$ cat src/rtl/rr_arbiter_8_pkg.sv
// Shared constants, state encoding and search helper for the 8-way round-robin arbiter.
// ARB_TIMEOUT_EN (optional) bounds each grant to MAX_HOLD cycles.
package rr_arbiter_8_pkg;

    localparam int NREQ     = 8;
    localparam int IDX_W    = 3;
    localparam int MAX_HOLD = 16;
    localparam int CNT_W    = 5;

    typedef enum logic {
        ARB_IDLE  = 1'b0,
        ARB_GRANT = 1'b1
    } arb_state_e;

    // Offset of the first set bit in a vector already rotated so bit 0 is the
    // highest-priority requester; returns 0 for an empty vector.
    function automatic logic [IDX_W-1:0] first_set_offset(input logic [NREQ-1:0] vec);
        logic [IDX_W-1:0] off;
        logic             found;
        off   = '0;
        found = 1'b0;
        for (int i = 0; i < NREQ; i++) begin
            if (!found && vec[i]) begin
                off   = IDX_W'(i);
                found = 1'b1;
            end
        end
        return off;
    endfunction

endpackage

$ cat src/rtl/rr_arbiter_8_if.sv
// Request/grant bundle between requesters (master) and the arbiter (slave).
interface rr_arbiter_8_if;
    import rr_arbiter_8_pkg::*;

    logic [NREQ-1:0]  req;
    logic [NREQ-1:0]  gnt;
    logic [IDX_W-1:0] gnt_idx;
    logic             gnt_vld;
    logic             gnt_tmo;

    modport master (
        output req,
        input  gnt,
        input  gnt_idx,
        input  gnt_vld,
        input  gnt_tmo
    );

    modport slave (
        input  req,
        output gnt,
        output gnt_idx,
        output gnt_vld,
        output gnt_tmo
    );

endinterface

$ cat src/rtl/rr_arbiter_8_decoder.sv
// 3-to-8 one-hot decode of the next winner index; purely combinational.
module arb_idx_decoder
    import rr_arbiter_8_pkg::*;
(
    input  logic [IDX_W-1:0] idx_i,
    output logic [NREQ-1:0]  onehot_o
);

    always_comb begin
        onehot_o = '0;
        onehot_o[idx_i] = 1'b1;
    end

endmodule

$ cat src/rtl/rr_arbiter_8.sv
// Round-robin 8-way arbiter, grant held until release, one idle cycle between grants.
// Latency: req sampled at edge N drives gnt after edge N. ARB_TIMEOUT_EN adds forced release.
module rr_arbiter_8
    import rr_arbiter_8_pkg::*;
(
    input  logic            clk,
    input  logic            rst_n,
    rr_arbiter_8_if.slave   arb
);

    arb_state_e       state_q, state_d;
    logic [IDX_W-1:0] ptr_q, ptr_d;
    logic [IDX_W-1:0] gnt_idx_q, gnt_idx_d;
    logic [NREQ-1:0]  gnt_q, gnt_d;
    logic             gnt_vld_q, gnt_vld_d;

    logic [NREQ-1:0]  req_rot;
    logic [IDX_W-1:0] winner;
    logic [NREQ-1:0]  idx_onehot;
    logic             release_grant;
    logic             forced;

`ifdef ARB_TIMEOUT_EN
    logic [CNT_W-1:0] hold_cnt_q, hold_cnt_d;
    logic             gnt_tmo_q, gnt_tmo_d;
`endif

    // Rotate requests so the pointer position is searched first.
    always_comb begin
        req_rot = '0;
        for (int i = 0; i < NREQ; i++) begin
            req_rot[i] = arb.req[ptr_q + IDX_W'(i)];
        end
    end

    assign winner = ptr_q + first_set_offset(req_rot);

    arb_idx_decoder u_dec (
        .idx_i    (gnt_idx_d),
        .onehot_o (idx_onehot)
    );

    always_comb begin
        state_d       = state_q;
        ptr_d         = ptr_q;
        gnt_idx_d     = gnt_idx_q;
        gnt_vld_d     = gnt_vld_q;
        release_grant = 1'b0;
        forced        = 1'b0;
`ifdef ARB_TIMEOUT_EN
        hold_cnt_d    = hold_cnt_q;
        gnt_tmo_d     = 1'b0;
`endif
        case (state_q)
            ARB_IDLE: begin
                gnt_vld_d = 1'b0;
                if (|arb.req) begin
                    state_d   = ARB_GRANT;
                    gnt_idx_d = winner;
                    gnt_vld_d = 1'b1;
`ifdef ARB_TIMEOUT_EN
                    hold_cnt_d = '0;
`endif
                end
            end
            ARB_GRANT: begin
`ifdef ARB_TIMEOUT_EN
                forced     = arb.req[gnt_idx_q] && (hold_cnt_q == CNT_W'(MAX_HOLD - 1));
                gnt_tmo_d  = forced;
                hold_cnt_d = hold_cnt_q + CNT_W'(1);
`endif
                release_grant = !arb.req[gnt_idx_q] || forced;
                if (release_grant) begin
                    state_d   = ARB_IDLE;
                    gnt_vld_d = 1'b0;
                    ptr_d     = gnt_idx_q + IDX_W'(1);
`ifdef ARB_TIMEOUT_EN
                    hold_cnt_d = '0;
`endif
                end
            end
            default: begin
                state_d   = ARB_IDLE;
                gnt_vld_d = 1'b0;
            end
        endcase
        gnt_d = gnt_vld_d ? idx_onehot : '0;
    end

    always_ff @(posedge clk or negedge rst_n) begin
        if (!rst_n) begin
            state_q   <= ARB_IDLE;
            ptr_q     <= '0;
            gnt_idx_q <= '0;
            gnt_q     <= '0;
            gnt_vld_q <= 1'b0;
        end else begin
            state_q   <= state_d;
            ptr_q     <= ptr_d;
            gnt_idx_q <= gnt_idx_d;
            gnt_q     <= gnt_d;
            gnt_vld_q <= gnt_vld_d;
        end
    end

`ifdef ARB_TIMEOUT_EN
    always_ff @(posedge clk or negedge rst_n) begin
        if (!rst_n) begin
            hold_cnt_q <= '0;
            gnt_tmo_q  <= 1'b0;
        end else begin
            hold_cnt_q <= hold_cnt_d;
            gnt_tmo_q  <= gnt_tmo_d;
        end
    end

    assign arb.gnt_tmo = gnt_tmo_q;
`else
    assign arb.gnt_tmo = 1'b0;
`endif

    assign arb.gnt     = gnt_q;
    assign arb.gnt_idx = gnt_idx_q;
    assign arb.gnt_vld = gnt_vld_q;

endmodule

$ cat src/flat_wrapper.sv
// flat-port wrapper written by rule: the top's interface ports become plain ports
module rr_arbiter_8_flat import rr_arbiter_8_pkg::*;
  (clk, rst_n, arb_req, arb_gnt, arb_gnt_idx, arb_gnt_vld, arb_gnt_tmo);
  rr_arbiter_8_if arb_i ();
  input  logic clk;
  input  logic rst_n;
  input wire logic [$bits(arb_i.req)-1:0] arb_req;
  output wire logic [$bits(arb_i.gnt)-1:0] arb_gnt;
  output wire logic [$bits(arb_i.gnt_idx)-1:0] arb_gnt_idx;
  output wire logic [$bits(arb_i.gnt_vld)-1:0] arb_gnt_vld;
  output wire logic [$bits(arb_i.gnt_tmo)-1:0] arb_gnt_tmo;
  assign arb_i.req = arb_req;
  assign arb_gnt = arb_i.gnt;
  assign arb_gnt_idx = arb_i.gnt_idx;
  assign arb_gnt_vld = arb_i.gnt_vld;
  assign arb_gnt_tmo = arb_i.gnt_tmo;
  rr_arbiter_8 u_core (.clk(clk), .rst_n(rst_n), .arb(arb_i));
endmodule
$ cat config.mk
export PLATFORM = sky130hd
export DESIGN_NAME = rr_arbiter_8_flat
export DESIGN_NICKNAME = d
export VERILOG_FILES = /design/src/rtl/rr_arbiter_8_pkg.sv /design/src/rtl/rr_arbiter_8_if.sv /design/src/rtl/rr_arbiter_8_decoder.sv /design/src/rtl/rr_arbiter_8.sv /design/src/flat_wrapper.sv
export SDC_FILE = /design/constraint.sdc
export NUM_CORES = 1
export LEC_CHECK = 0
export ABC_CLOCK_PERIOD_IN_PS = 3850
export CAP_MARGIN = 20
export CORE_MARGIN = 4
export CORE_UTILIZATION = 35
export CTS_CLUSTER_SIZE = 16
export DETAILED_ROUTE_END_ITERATION = 6
export SKIP_LAST_GASP = 1
export SYNTH_ARGS = -nofsm -noshare
export SYNTH_HDL_FRONTEND = slang
export SYNTH_SLANG_ARGS = --single-unit
$ cat constraint.sdc
create_clock -name clk -period 3.85 [get_ports clk]
set_input_delay 0.9625 -clock clk [delete_from_list [all_inputs] [get_ports clk]]
set_output_delay 0.9625 -clock clk [all_outputs]
set_load 0.01 [all_outputs]
== Word-level counts from Yosys, hierarchy flattened ==
Cells that the tools add are included.
Word-level totals
  flip-flop bits (word level): 16
  input port bits: 10
  output and inout bits: 13
  logic and storage cells: 86
Cells by class
  add/sub/neg operators: 9
  order comparisons: 11
  mux-type cells: 42
  bitwise logic cells: 2
  reductions and logical operators: 17
Operators by type and width (number)
  $lt 3x4->1 const B: 10
  $bmux 1 s3: 9
  $mux 1: 21
  $mux 3: 6
  $add 3x3->3 const B: 4
  $logic_and 1x1->1: 8
  $mux 8: 1
  $reduce_or 8->1: 1
  $logic_not 1->1: 7
  $add 3x1->3 const B: 2
  $add 3x2->3 const B: 2
  $mux 2: 2
  $pmux 1 s2: 2
  $add 3x3->3: 1
  $demux 1 s3: 1
  $ge 3x1->1 const B: 1
  $not 1->1: 2
  $reduce_and 2->1: 1

== Longest topological paths before layout ==
Gate-level depths: netlist of the first run.
  word-level depth: 32
  mapped depth: 20
  gate-level depth less buffers: 18

== By module ==
From an unflattened synthesis of the first run, not the netlist that was laid out.
Second synthesis, totals
  cell total of the unflattened synthesis: 123
  area, all modules: 1401.3 µm²
By module, submodules not included
  rr_arbiter_8: times used 1, cells each 115, area an instance 1336.3 µm², seq. area each 400.4 µm²
  arb_idx_decoder: times used 1, cells each 8, area an instance 65.1 µm², seq. area each 0.0 µm²

== Worst setup path after synthesis of the first run ==
Ideal clock, no wire load.
  path type: flip-flop to flip-flop
  start: register u_core.ptr_q[1]
  end: register u_core.gnt_q[2] (netlist: u_core.arb.gnt[2])
  setup time: 0.066 ns
  arrival time: 3.895 ns
  required time: 3.784 ns
  slack: -0.111 ns
  stages on the path, launching flop included: 20
  path buffers: 2
  clock period less this slack: 3.961 ns
  path through: dfrtp_1 -> buf_6 -> inv_1 -> ha_1 -> buf_6 -> mux2_2 -> mux4_2 -> nor3_1 -> a31oi_1 -> nor4_1 -> o32a_1 -> ha_1 -> inv_1 -> fa_1 -> mux2_2 -> inv_1 -> nand3_1 -> nor2_1 -> a22oi_1 -> nand2_1
On the way
  longest elaborated chain between the ends: 32
  elaborated cells between the ends (all ways): 60
  classes of those cells: 8 x add/sub; 2 x order compare; 35 x mux; 15 x reduce/logical
RTL lines
  start: declaration: line rr_arbiter_8.sv:12  | logic [IDX_W-1:0] ptr_q, ptr_d;
  start signal: assignment: line rr_arbiter_8.sv:99  | ptr_q <= ptr_d;
  parallel branches: the longest is 24 deep, another holds $add 3x1->3
  $add 3x3->3 *: line rr_arbiter_8.sv:36  | assign winner = ptr_q + first_set_offset(req_rot);
  $mux 3 *: line rr_arbiter_8.sv:57  | if (|arb.req) begin
  $mux 3 *: line rr_arbiter_8.sv:54  | case (state_q)
  net u_core.gnt_idx_d[1]: line rr_arbiter_8.sv:13  | logic [IDX_W-1:0] gnt_idx_q, gnt_idx_d;
  $lt 3x4->1 (implied by the code) or $ge 3x1->1 (tied branches): line rr_arbiter_8_decoder.sv:11  | onehot_o[idx_i] = 1'b1;
  $logic_and 1x1->1 (implied by the code): line rr_arbiter_8_decoder.sv:11
  $mux 1 (implied by the code): line rr_arbiter_8_decoder.sv:11
  $demux 1 s3 *: line rr_arbiter_8_decoder.sv:11
  $mux 8 *: line rr_arbiter_8.sv:87  | gnt_d = gnt_vld_d ? idx_onehot : '0;
  net u_core.gnt_d[2]: line rr_arbiter_8.sv:14  | logic [NREQ-1:0] gnt_q, gnt_d;
  end signal: assignment: line rr_arbiter_8.sv:101  | gnt_q <= gnt_d;
  end: declaration: line rr_arbiter_8.sv:14
Mark *: on every way through the listed nets, which the timed path passes. The select of a mux whose other input is x is not followed.
A chain may end at the register's enable or synchronous reset.

== Final worst setup path of the first run ==
  start: input arb_req[0]
  end: register u_core.gnt_q[6] (netlist: u_core.arb.gnt[6])
On the way
  longest elaborated chain between the ends: 32
  elaborated cells between the ends (all ways): 59
  classes of those cells: 1 x add/sub; 2 x order compare; 40 x mux; 16 x reduce/logical
RTL lines
  start: declaration: line flat_wrapper.sv:7  | input wire logic [$bits(arb_i.req)-1:0] arb_req;
  $bmux 1 s3: line rr_arbiter_8.sv:32  | req_rot[i] = arb.req[ptr_q + IDX_W'(i)];
  $mux 1 (implied by the code): line rr_arbiter_8.sv:32
  $mux 1: line rr_arbiter_8_pkg.sv:23  | if (!found && vec[i]) begin
  $logic_not 1->1: line rr_arbiter_8_pkg.sv:23
  $logic_and 1x1->1: line rr_arbiter_8_pkg.sv:23
  $mux 1: line rr_arbiter_8_pkg.sv:23
  $logic_not 1->1: line rr_arbiter_8_pkg.sv:23
  $logic_and 1x1->1: line rr_arbiter_8_pkg.sv:23
  [18 not listed]
  $mux 3 *: line rr_arbiter_8.sv:54
  net u_core.gnt_idx_d[1]: line rr_arbiter_8.sv:13
  $lt 3x4->1 (implied by the code) or $ge 3x1->1 (tied branches): line rr_arbiter_8_decoder.sv:11
  $logic_and 1x1->1 (implied by the code): line rr_arbiter_8_decoder.sv:11
  $mux 1 (implied by the code): line rr_arbiter_8_decoder.sv:11
  $demux 1 s3 *: line rr_arbiter_8_decoder.sv:11
  $mux 8 *: line rr_arbiter_8.sv:87
  net u_core.gnt_d[6]: line rr_arbiter_8.sv:14
Mark *: on every way through the listed nets, which the timed path passes. The rest lies on a longest branch. The select of a mux whose other input is x is not followed.

==> results of run 1 <==
area by class of cell:
class                      instances  area share
timing repair buffer              61       0.220
sequential                        16       0.168
clock buffer                       3      0.0173
inverter                           7      0.0131
tap                               54      0.0283
multi-input combinational        148       0.553
worst register-to-register path: cells and delay by family, from the launching register on:
family / cells / cell delay (ns)
mux: 3 / 1.13
fa+ha+maj: 3 / 0.96
compound gates: 3 / 0.34
buf+inv: 3 / 0.19
simple gates: 5 / 0.81
flops: 1 / 0.35
timing repair:
action | in CTS | in global routing
hold endpoints to repair | 0 | 0
resized for setup | 72 | 8
setup endpoints to repair | 9 | 8
setup buffers | 3 | 2
pin swaps | 13 | 2
hold buffers | 0 | 0
sequential cells by signal (all words and copies together), names as in the netlist:
register,flops
u_core.arb.gnt,8
u_core.arb.gnt_idx,3
u_core.ptr_q,3
u_core.arb.gnt_vld,1
u_core.state_q,1
per-layer routing:
metal  vias up  GRT usage
li1        793          -
met5         -          0
met1       794      0.215
met2        36      0.240
met3         8     0.0244
met4         0     0.0409
cells in the final DEF (no fill, tap or decap), types with 4 or more instances in the layout:
| cell type | count |
|---|---|
| clkdlybuf4s50_1 | 13 |
| nor2_1 | 17 |
| dfrtp_1 | 16 |
| a22oi_1 | 7 |
| nor3_1 | 6 |
| nand3_1 | 4 |
| nor2_2 | 4 |
| buf_4 | 40 |
| mux2i_1 | 19 |
| nand2_1 | 17 |
| mux4_2 | 7 |
| mux2_4 | 5 |
| buf_6 | 7 |
| a21oi_1 | 6 |
Yosys cell counts (2+ instances only):
| cell | n |
|---|---|
| a21oi_1 | 6 |
| a22oi_1 | 8 |
| a31oi_1 | 2 |
| buf_4 | 4 |
| buf_6 | 4 |
| clkbuf_1 | 3 |
| dfrtp_1 | 16 |
| ha_1 | 4 |
| inv_1 | 7 |
| mux2_1 | 3 |
| mux2_2 | 2 |
| mux2i_1 | 19 |
| mux4_1 | 2 |
| mux4_2 | 7 |
| nand2_1 | 18 |
| nand2b_1 | 2 |
| nand3_1 | 8 |
| nor2_1 | 21 |
| nor2b_1 | 2 |
| nor3_1 | 9 |
| nor4_1 | 4 |
| o21ai_0 | 2 |
| o21ai_2 | 2 |
| o221a_1 | 2 |
| o221a_2 | 2 |
| o221ai_1 | 3 |
| or3_1 | 2 |
| xnor2_1 | 2 |
through the flow:
step | hold slack, ns | std cells | TNS (ns)
3_5_place_dp | 0.610 | 282 | -5.23
5_1_grt | 0.676 | 289 | -0.721
4_1_cts | 0.624 | 287 | -0.00613
2_1_floorplan | 0.608 | 182 | 0
3_3_place_gp | 0.618 | 282 | -4.92
6_report | 0.616 | 289 | -0.00492
logic make-up (layout without fill, tap and decap cells):
| kind of cell | count (synthesis) | count (layout) |
|---|---|---|
| AOI/OAI and AO/OA | 34 | 34 |
| muxes | 33 | 33 |
| adders and majority gates | 5 | 5 |
| DFF | 16 | 16 |
| buffers and inverters | 18 | 71 |
| other | 1 | 1 |
| and+or+nand+nor | 70 | 70 |
| xor gates and xnor gates | 5 | 5 |
path summary, 6_finish.rpt:
check | cells after the start | slack, ns | endpoint
setup / recovery | 16 | -0.005 | u_core.arb.gnt[6]
hold / removal | 1 | 0.62 | u_core.ptr_q[0]
setup reg to reg | 17 | 0.02 | u_core.arb.gnt[6]
hold reg to reg | 1 | 0.62 | u_core.ptr_q[0]
max in group asynchronous | 1 | 2.21 | u_core.ptr_q[2]
min in group asynchronous | 1 | 1.16 | u_core.arb.gnt_idx[2]
==> run_results.csv, run 1 <==
group,metric,value,unit
routing,m1WireLength,2060,um
floorplan,core,4690,um2
floorplan,fp.dieW,77.5,um
worst_hold_path,hp-start,"u_core.arb.gnt_idx[0]",
placed_design,io_buffers,21,
synthesis,synth_compound_area_frac,0.155,
final_layout,synthToLayoutAreaGrowth,40.9,%
global_route,grt_pass1_vias,1569,
timing,relSlewSlack,0.494,
final_layout,final_nets,252,
routing,ant_nets,0,
clock_network,cts_made_buffers,3,
synthesis,synthesis.instances,182,
worst_setup_path,crit_path_frequent_cell,"mux2_4",
worst_setup_path,cp_max_fo,6,
floorplan,die_y,77.5,um
routing,drtIter0Drc,98,
timing,worst_slew_pin_slew,0.757,ns
final_layout,seq_area,400,um2
clock_network,insertion_delay,0.24,ns
synthesis,ys_dominant_reg_cell,"dfrtp_1",
status,status,"complete, but fails checks",
clock_network,clockRootBuffer,"clkbuf_8",
final_layout,num-fill-cells,443,
synthesis,yosys.area_share.simple,0.194,
synthesis,synth_top_family_by_area,"multiplexers",
final_layout,drive_gt1_frac,0.409,
synthesis,yosysSeqAreaShare,0.237,
synthesis,synthXorXnorAreaFrac,0.0348,
global_route,antenna_found_initial,0,
final_layout,n_antenna_cell,0,
synthesis,avgSynthCellArea,9.29,um2
synthesis,synth_area_leaders,"dfrtp_1 (24%), mux2i_1 (11%), mux4_2 (9.3%)",
worst_hold_path,hp-class,"reg -> reg",
worst_setup_path,crit_buf_inv,3,
routing,detail_route.wl_per_cell,15.3,um
timing,min_period,3.85,ns
status,violations,"negative setup slack",
routing,drc_errors,0,
worst_setup_path,path_cells,"buf_8 > mux2_4 > mux4_2 > nor3_2 > a31oi_1 > nor4_1 > o32a_1 > ha_2 > inv_2 > fa_1 > mux2_4 > inv_6 > nand3_4 > nor2_4 > a22oi_2 > nand2_1",
timing,finalSetupViolCount,1,
global_route,grt_max_degree,22,
synthesis,ys_ff_latch,16,
timing,period_share,1.00,
worst_setup_path,crit_slowest_cell,"mux4_2",
routing,wl_met2,2150,um
clock_network,clock_path_buffers,2,
placed_design,post-place-ws,-0.662,ns
global_route,grt-ovfl-total,0,
timing,drv_slew,0,
floorplan,dieArea,6010,um2
synthesis,ys_types,44,
worst_setup_path,worstPathArrival,4.04,ns
timing,rsz0062_at_grt,"true",
timing,finalHoldViolations,0,
synthesis,synth_nets,197,
synthesis,synthAdderAreaFrac,0.0414,
timing,max_freq,0.259,GHz
floorplan,row_count,25,
final_layout,fin_util,0.508,
job,max_cap_violations,0,
clock_network,clkSlewWorstSetupHoldPaths,0.06,ns
synthesis,yosys.area.top_type,"dfrtp_1",
worst_setup_path,start_kind,"primary input",
final_layout,design_area,2380,um2
routing,drt-total-wl,4430,um
global_route,grt_pass1_wl,7580,um
floorplan,ioPinCount,23,
worst_setup_path,critical-path-top-delay-family,"multiplexers",
placed_design,gp_congestion,0.808,
placed_design,hpwl,3250,um
timing,fin_skew,0.00142,ns
routing,route.vias.total,1631,
placed_design,place_area,2170,um2
worst_setup_path,crit_start,"arb_req[0]",
synthesis,synth_top_area_frac,0.237,
synthesis,async_flop_share,1.00,
synthesis,synth_edf_count,0,
worst_setup_path,worstReg2RegStart,"u_core.ptr_q[1]",
clock_network,ctsHtreeMaxLevel,1,
worst_setup_path,worstSetupEndpointType,"flop",
routing,drtPass1Iterations,4,
synthesis,synthMuxAreaShare,0.270,
routing,top_layer_used,"met4",
clock_network,cts_tree,"built",
final_layout,multi_input_area,1320,um2
global_route,grtUsageTotal,0.152,
routing,wl_met3,166,um
synthesis,synth_area,1690,um2
floorplan,start_util,0.361,
synthesis,synth_warnings,0,
routing,via_per_inst,5.64,
worst_setup_path,critical_path_required,4.03,ns
worst_setup_path,worstSetupPathType,"in -> reg",
timing,fin_ws,-0.00492,ns
worst_setup_path,critPathMaxStageDelay,0.48,ns
clock_network,cts.sinks,16,
Power of run 1 is left out: the tool's default activity adds up to more than one toggle a clock period on the data nets, which glitch-free logic cannot reach.
==> run 2: changes to the inputs <==
--- a/config.mk
+++ b/config.mk
@@ -6,11 +6,11 @@
 export NUM_CORES = 1
 export LEC_CHECK = 0
 export ABC_CLOCK_PERIOD_IN_PS = 3850
-export CAP_MARGIN = 20
 export CORE_MARGIN = 4
 export CORE_UTILIZATION = 35
 export CTS_CLUSTER_SIZE = 16
 export DETAILED_ROUTE_END_ITERATION = 6
+export SETUP_SLACK_MARGIN = 0.3
 export SKIP_LAST_GASP = 1
 export SYNTH_ARGS = -nofsm -noshare
 export SYNTH_HDL_FRONTEND = slang
==> run_results.csv, run 2 (same netlist as run 1, synthesis figures left out) <==
group,metric,value,unit
routing,m1WireLength,2150,um
floorplan,core,4690,um2
routing,wl_met3,132,um
timing,relSlewSlack,0.499,
timing,period_share,0.975,
floorplan,fp.dieW,77.5,um
placed_design,hpwl,3490,um
floorplan,dieArea,6010,um2
routing,ant_nets,0,
worst_setup_path,r2r_slack,0.1,ns
timing,finalHoldViolations,0,
timing,max_freq,0.266,GHz
timing,finalSetupViolCount,0,
floorplan,die_y,77.5,um
clock_network,cts_made_buffers,3,
global_route,grt_pass1_vias,1582,
job,max_cap_violations,0,
worst_setup_path,critical-path-top-delay-family,"adder cells",
worst_hold_path,hp-start,"u_core.arb.gnt_idx[0]",
worst_setup_path,worstSetupPathType,"in -> reg",
clock_network,cts-hold-fix-buffers,0,
timing,min_period,3.75,ns
clock_network,cts.sinks,16,
routing,wl_met2,2150,um
worst_setup_path,worstPathArrival,3.88,ns
clock_network,cts_tree,"built",
worst_setup_path,crit_slowest_cell,"fa_2",
worst_setup_path,critical_path_required,3.98,ns
global_route,grt_pass1_wl,7700,um
routing,drtIter0Drc,51,
clock_network,insertion_delay,0.25,ns
global_route,antenna_found_initial,0,
final_layout,most-common-layout-cells,"buf_4 (40), nand2_1 (17), dfrtp_1 (16)",
floorplan,start_util,0.361,
timing,rsz0062_at_grt,"true",
final_layout,n_antenna_cell,0,
timing,drv_slew,0,
timing,worst_hold_slack,0.625,ns
worst_setup_path,crit_start,"arb_req[4]",
final_layout,final_nets,257,
placed_design,post-place-ws,-0.591,ns
global_route,grt-ovfl-total,0,
global_route,grt_max_degree,22,
clock_network,ctsHtreeMaxLevel,1,
final_layout,layout_commonest_cell,"buf_4",
floorplan,ioPinCount,23,
status,status,"finished clean",
final_layout,seq_area,400,um2
worst_setup_path,worstSetupEndpointType,"flop",
global_route,grtUsageTotal,0.158,
placed_design,io_buffers,21,
worst_setup_path,path_cells,"buf_2 > mux4_2 > o221a_2 > nor2_1 > nor2_2 > nor4_2 > o32a_1 > ha_2 > inv_2 > fa_2 > mux2_4 > buf_4 > nor2_4 > a22oi_1 > nand2_1",
routing,drc_errors,0,
final_layout,largest_reg_flops,8,
routing,drtPass1Iterations,4,
routing,via_per_inst,5.45,
final_layout,multi_input_area,1370,um2
routing,drt-total-wl,4450,um
routing,top_layer_used,"met4",
worst_setup_path,worstReg2RegStart,"u_core.ptr_q[1]",
worst_setup_path,critPathMaxStageDelay,0.55,ns
worst_setup_path,start_kind,"primary input",
routing,detail_route.wl_per_cell,15.1,um
placed_design,gp_congestion,0.861,
clock_network,clock_path_buffers,2,
worst_hold_path,hp-class,"reg -> reg",
routing,route.vias.total,1607,
timing,fin_skew,0.00531,ns
timing,fin_ws,0.0975,ns
final_layout,drive_gt1_frac,0.469,
floorplan,row_count,25,
final_layout,synthToLayoutAreaGrowth,45.6,%
worst_setup_path,cp_max_fo,6,
clock_network,clockRootBuffer,"clkbuf_8",
clock_network,clkSlewWorstSetupHoldPaths,0.06,ns
timing,worst_slew_pin_slew,0.749,ns
final_layout,num-fill-cells,415,
worst_setup_path,crit_buf_inv,3,
-- run 2: cell type report --
type                    count  area share
multi-input cells         148       0.556
repair buffers             66       0.217
flip-flops and latches     16       0.163
well taps                  54      0.0274
clock buffers               4      0.0224
inverters                   7      0.0137
-- run 2: per-layer routing --
layer | GRT usage | vias to the layer above
li1 | - | 807
met1 | 0.222 | 768
met2 | 0.256 | 30
met3 | 0.0220 | 2
met4 | 0.0356 | 0
met5 | 0 | -
-- run 2: worst register-to-register path, delay by kind of cell, from the launching register on --
family / cells / cell delay [ns]
simple gates: 4 / 0.39
fa+ha+maj: 3 / 0.92
mux: 3 / 0.65
flops: 1 / 0.38
compound gates: 4 / 1.00
buf+inv: 4 / 0.33
-- run 2: metrics by stage --
stage	cell area (um2)	TNS, ns	std cells	util
6_report	2460	0	295	0.525
5_1_grt	2460	-0.321	295	0.525
4_1_cts	2390	0	293	0.510
3_5_place_dp	2270	-5.16	286	0.484
3_3_place_gp	2270	-4.82	286	0.484
2_1_floorplan	1770	0	182	-
-- run 2: repair_timing --
item                       CTS  global route
pin swaps                   14             4
setup endpoints to repair   10            10
gates cloned                 0             0
setup buffers                3             2
gates resized for setup     55            12
-- run 2: worst paths after layout --
path / to / cells after the start
setup / recovery: u_core.arb.gnt[3] / 15
hold / removal: u_core.ptr_q[0] / 1
setup reg to reg: u_core.arb.gnt[3] / 18
hold reg to reg: u_core.ptr_q[0] / 1
max in group asynchronous: u_core.ptr_q[1] / 1
min in group asynchronous: u_core.arb.gnt[4] / 1
Power of run 2 is left out for the same reason.
==> run 3: changes to the inputs <==
--- a/config.mk
+++ b/config.mk
@@ -5,7 +5,7 @@
 export SDC_FILE = /design/constraint.sdc
 export NUM_CORES = 1
 export LEC_CHECK = 0
-export ABC_CLOCK_PERIOD_IN_PS = 3850
+export ABC_CLOCK_PERIOD_IN_PS = 4000
 export CORE_MARGIN = 4
 export CORE_UTILIZATION = 35
 export CTS_CLUSTER_SIZE = 16
==> constraint.sdc (replaced) <==
create_clock -name clk -period 4 [get_ports clk]
set_input_delay 1 -clock clk [delete_from_list [all_inputs] [get_ports clk]]
set_output_delay 1 -clock clk [all_outputs]
set_load 0.01 [all_outputs]
==> run_results.csv, run 3 (same netlist as run 1, synthesis figures left out) <==
group,metric,value,unit
clock_network,cts_made_buffers,3,
routing,ant_nets,0,
routing,drtPass1Iterations,4,
timing,fin_skew,0.0120,ns
routing,wl_met2,2070,um
worst_hold_path,hp-start,"u_core.arb.gnt_idx[0]",
floorplan,dieArea,6010,um2
global_route,grtUsageTotal,0.146,
clock_network,insertion_delay,0.26,ns
worst_setup_path,r2r_slack,0.18,ns
timing,worst_hold_slack,0.627,ns
clock_network,clkSlewWorstSetupHoldPaths,0.06,ns
routing,m1WireLength,1990,um
timing,finalSetupViolCount,0,
final_layout,n_antenna_cell,0,
timing,min_period,3.83,ns
worst_setup_path,worstSetupEndpointType,"flop",
final_layout,largest_reg_flops,8,
clock_network,cts-hold-fix-buffers,0,
routing,drt-total-wl,4250,um
worst_setup_path,worstReg2RegStart,"u_core.ptr_q[1]",
global_route,grt_max_degree,22,
routing,drtIter0Drc,106,
floorplan,ioPinCount,23,
global_route,grt_pass1_vias,1555,
timing,worst_slew_pin_slew,0.800,ns
global_route,antenna_found_initial,0,
status,status,"finished clean",
worst_setup_path,worstSetupPathType,"in -> reg",
worst_setup_path,reg2reg_depth,18,
timing,max_freq,0.261,GHz
worst_hold_path,hold_depth,1,
clock_network,clock_path_buffers,2,
timing,rsz0062_at_grt,"true",
worst_setup_path,start_kind,"primary input",
worst_setup_path,critical_path_required,4.19,ns
routing,top_layer_used,"met4",
worst_hold_path,hp-class,"reg -> reg",
final_layout,final_nets,254,
floorplan,die_y,77.5,um
final_layout,synthToLayoutAreaGrowth,44.4,%
clock_network,cts.sinks,16,
global_route,grt_pass1_wl,7260,um
routing,detail_route.wl_per_cell,14.5,um
placed_design,hpwl,3170,um
global_route,grt-ovfl-total,0,
worst_hold_path,worstHoldEndpoint,"u_core.ptr_q[0]",
timing,relSlewSlack,0.464,
timing,period_share,0.958,
floorplan,row_count,25,
floorplan,start_util,0.361,
placed_design,io_buffers,21,
final_layout,layout_commonest_cell,"buf_4",
routing,via_per_inst,5.48,
routing,wl_met3,162,um
timing,finalHoldViolations,0,
worst_setup_path,worstPathArrival,4.02,ns
job,max_cap_violations,0,
routing,route.vias.total,1599,
clock_network,cts_tree,"built",
worst_setup_path,r2r-end,"u_core.arb.gnt[2]",
routing,drc_errors,0,
timing,drv_slew,0,
final_layout,drive_gt1_frac,0.429,
placed_design,gp_congestion,0.830,
clock_network,clockRootBuffer,"clkbuf_8",
final_layout,most-common-layout-cells,"buf_4 (40), nand2_1 (18), mux2i_1 (16), dfrtp_1 (16), nor2_1 (15)",
worst_setup_path,cp_max_fo,6,
floorplan,core,4690,um2
clock_network,ctsHtreeMaxLevel,1,
floorplan,fp.dieW,77.5,um
==> run 3: critical path: stages <==
cell      delay [ns]
buf_6           0.09
buf_4           0.15
mux2i_2         0.15
mux2i_1         0.12
o221a_1         0.31
a221oi_2        0.31
nor2_1          0.08
o32a_1          0.35
ha_2            0.17
inv_2           0.04
fa_1            0.39
mux2_4          0.32
inv_6           0.10
nand3_4         0.12
nor3_2          0.16
mux2i_1         0.09
nand2_1         0.06
==> run 3: per-layer routing <==
layer,global-route usage,vias up
met4,0.0320,0
met1,0.203,762
met3,0.0255,2
met5,0,-
li1,-,797
met2,0.237,38
==> run 3: cell type report <==
| cell class | count | area (um2) |
|---|---|---|
| Fill cell | 421 | 2250 |
| Multi-Input combinational cell | 148 | 1340 |
| Timing Repair Buffer | 63 | 543 |
| Sequential cell | 16 | 400 |
| Tap cell | 54 | 67.6 |
| Clock buffer | 4 | 55.1 |
| Inverter | 7 | 33.8 |
==> run 3: timing repair <==
item                                    4_1_cts  5_1_grt
gates resized for setup                      64        7
pin swaps                                    14       11
endpoints found under the setup margin       10        9
setup buffers                                 3        5
==> run 3: through the flow <==
stage / area (um2) / setup TNS, ns / utilization / setup slack (ns) / instances
finish: 2440 / 0 / 0.521 / 0.169 / 292
global route: 2440 / -0.288 / 0.521 / -0.0656 / 292
CTS: 2380 / 0 / 0.507 / 0.0951 / 287
detailed placement: 2210 / -3.72 / 0.470 / -0.458 / 280
global placement: 2210 / -3.75 / 0.470 / -0.464 / 280
floorplan: 1760 / 0 / - / 0.248 / 182
==> run 3: how the worst max path moves through the flow <==
stage / endpoint / slack (ns) / cells past startpoint / startpoint
3_3_place_gp: u_core.arb.gnt[6] / -0.46 / 16 / arb_req[4]
5_1_grt: u_core.arb.gnt[0] / -0.07 / 18 / u_core.ptr_q[0]
3_5_place_dp: u_core.arb.gnt[6] / -0.46 / 17 / arb_req[6]
4_1_cts: u_core.arb.gnt[2] / 0.1 / 16 / arb_req[5]
2_1_floorplan: u_core.arb.gnt[3] / 0.25 / 15 / arb_req[5]
6_report: u_core.arb.gnt[2] / 0.17 / 17 / arb_req[5]
Power of run 3 is left out for the same reason.
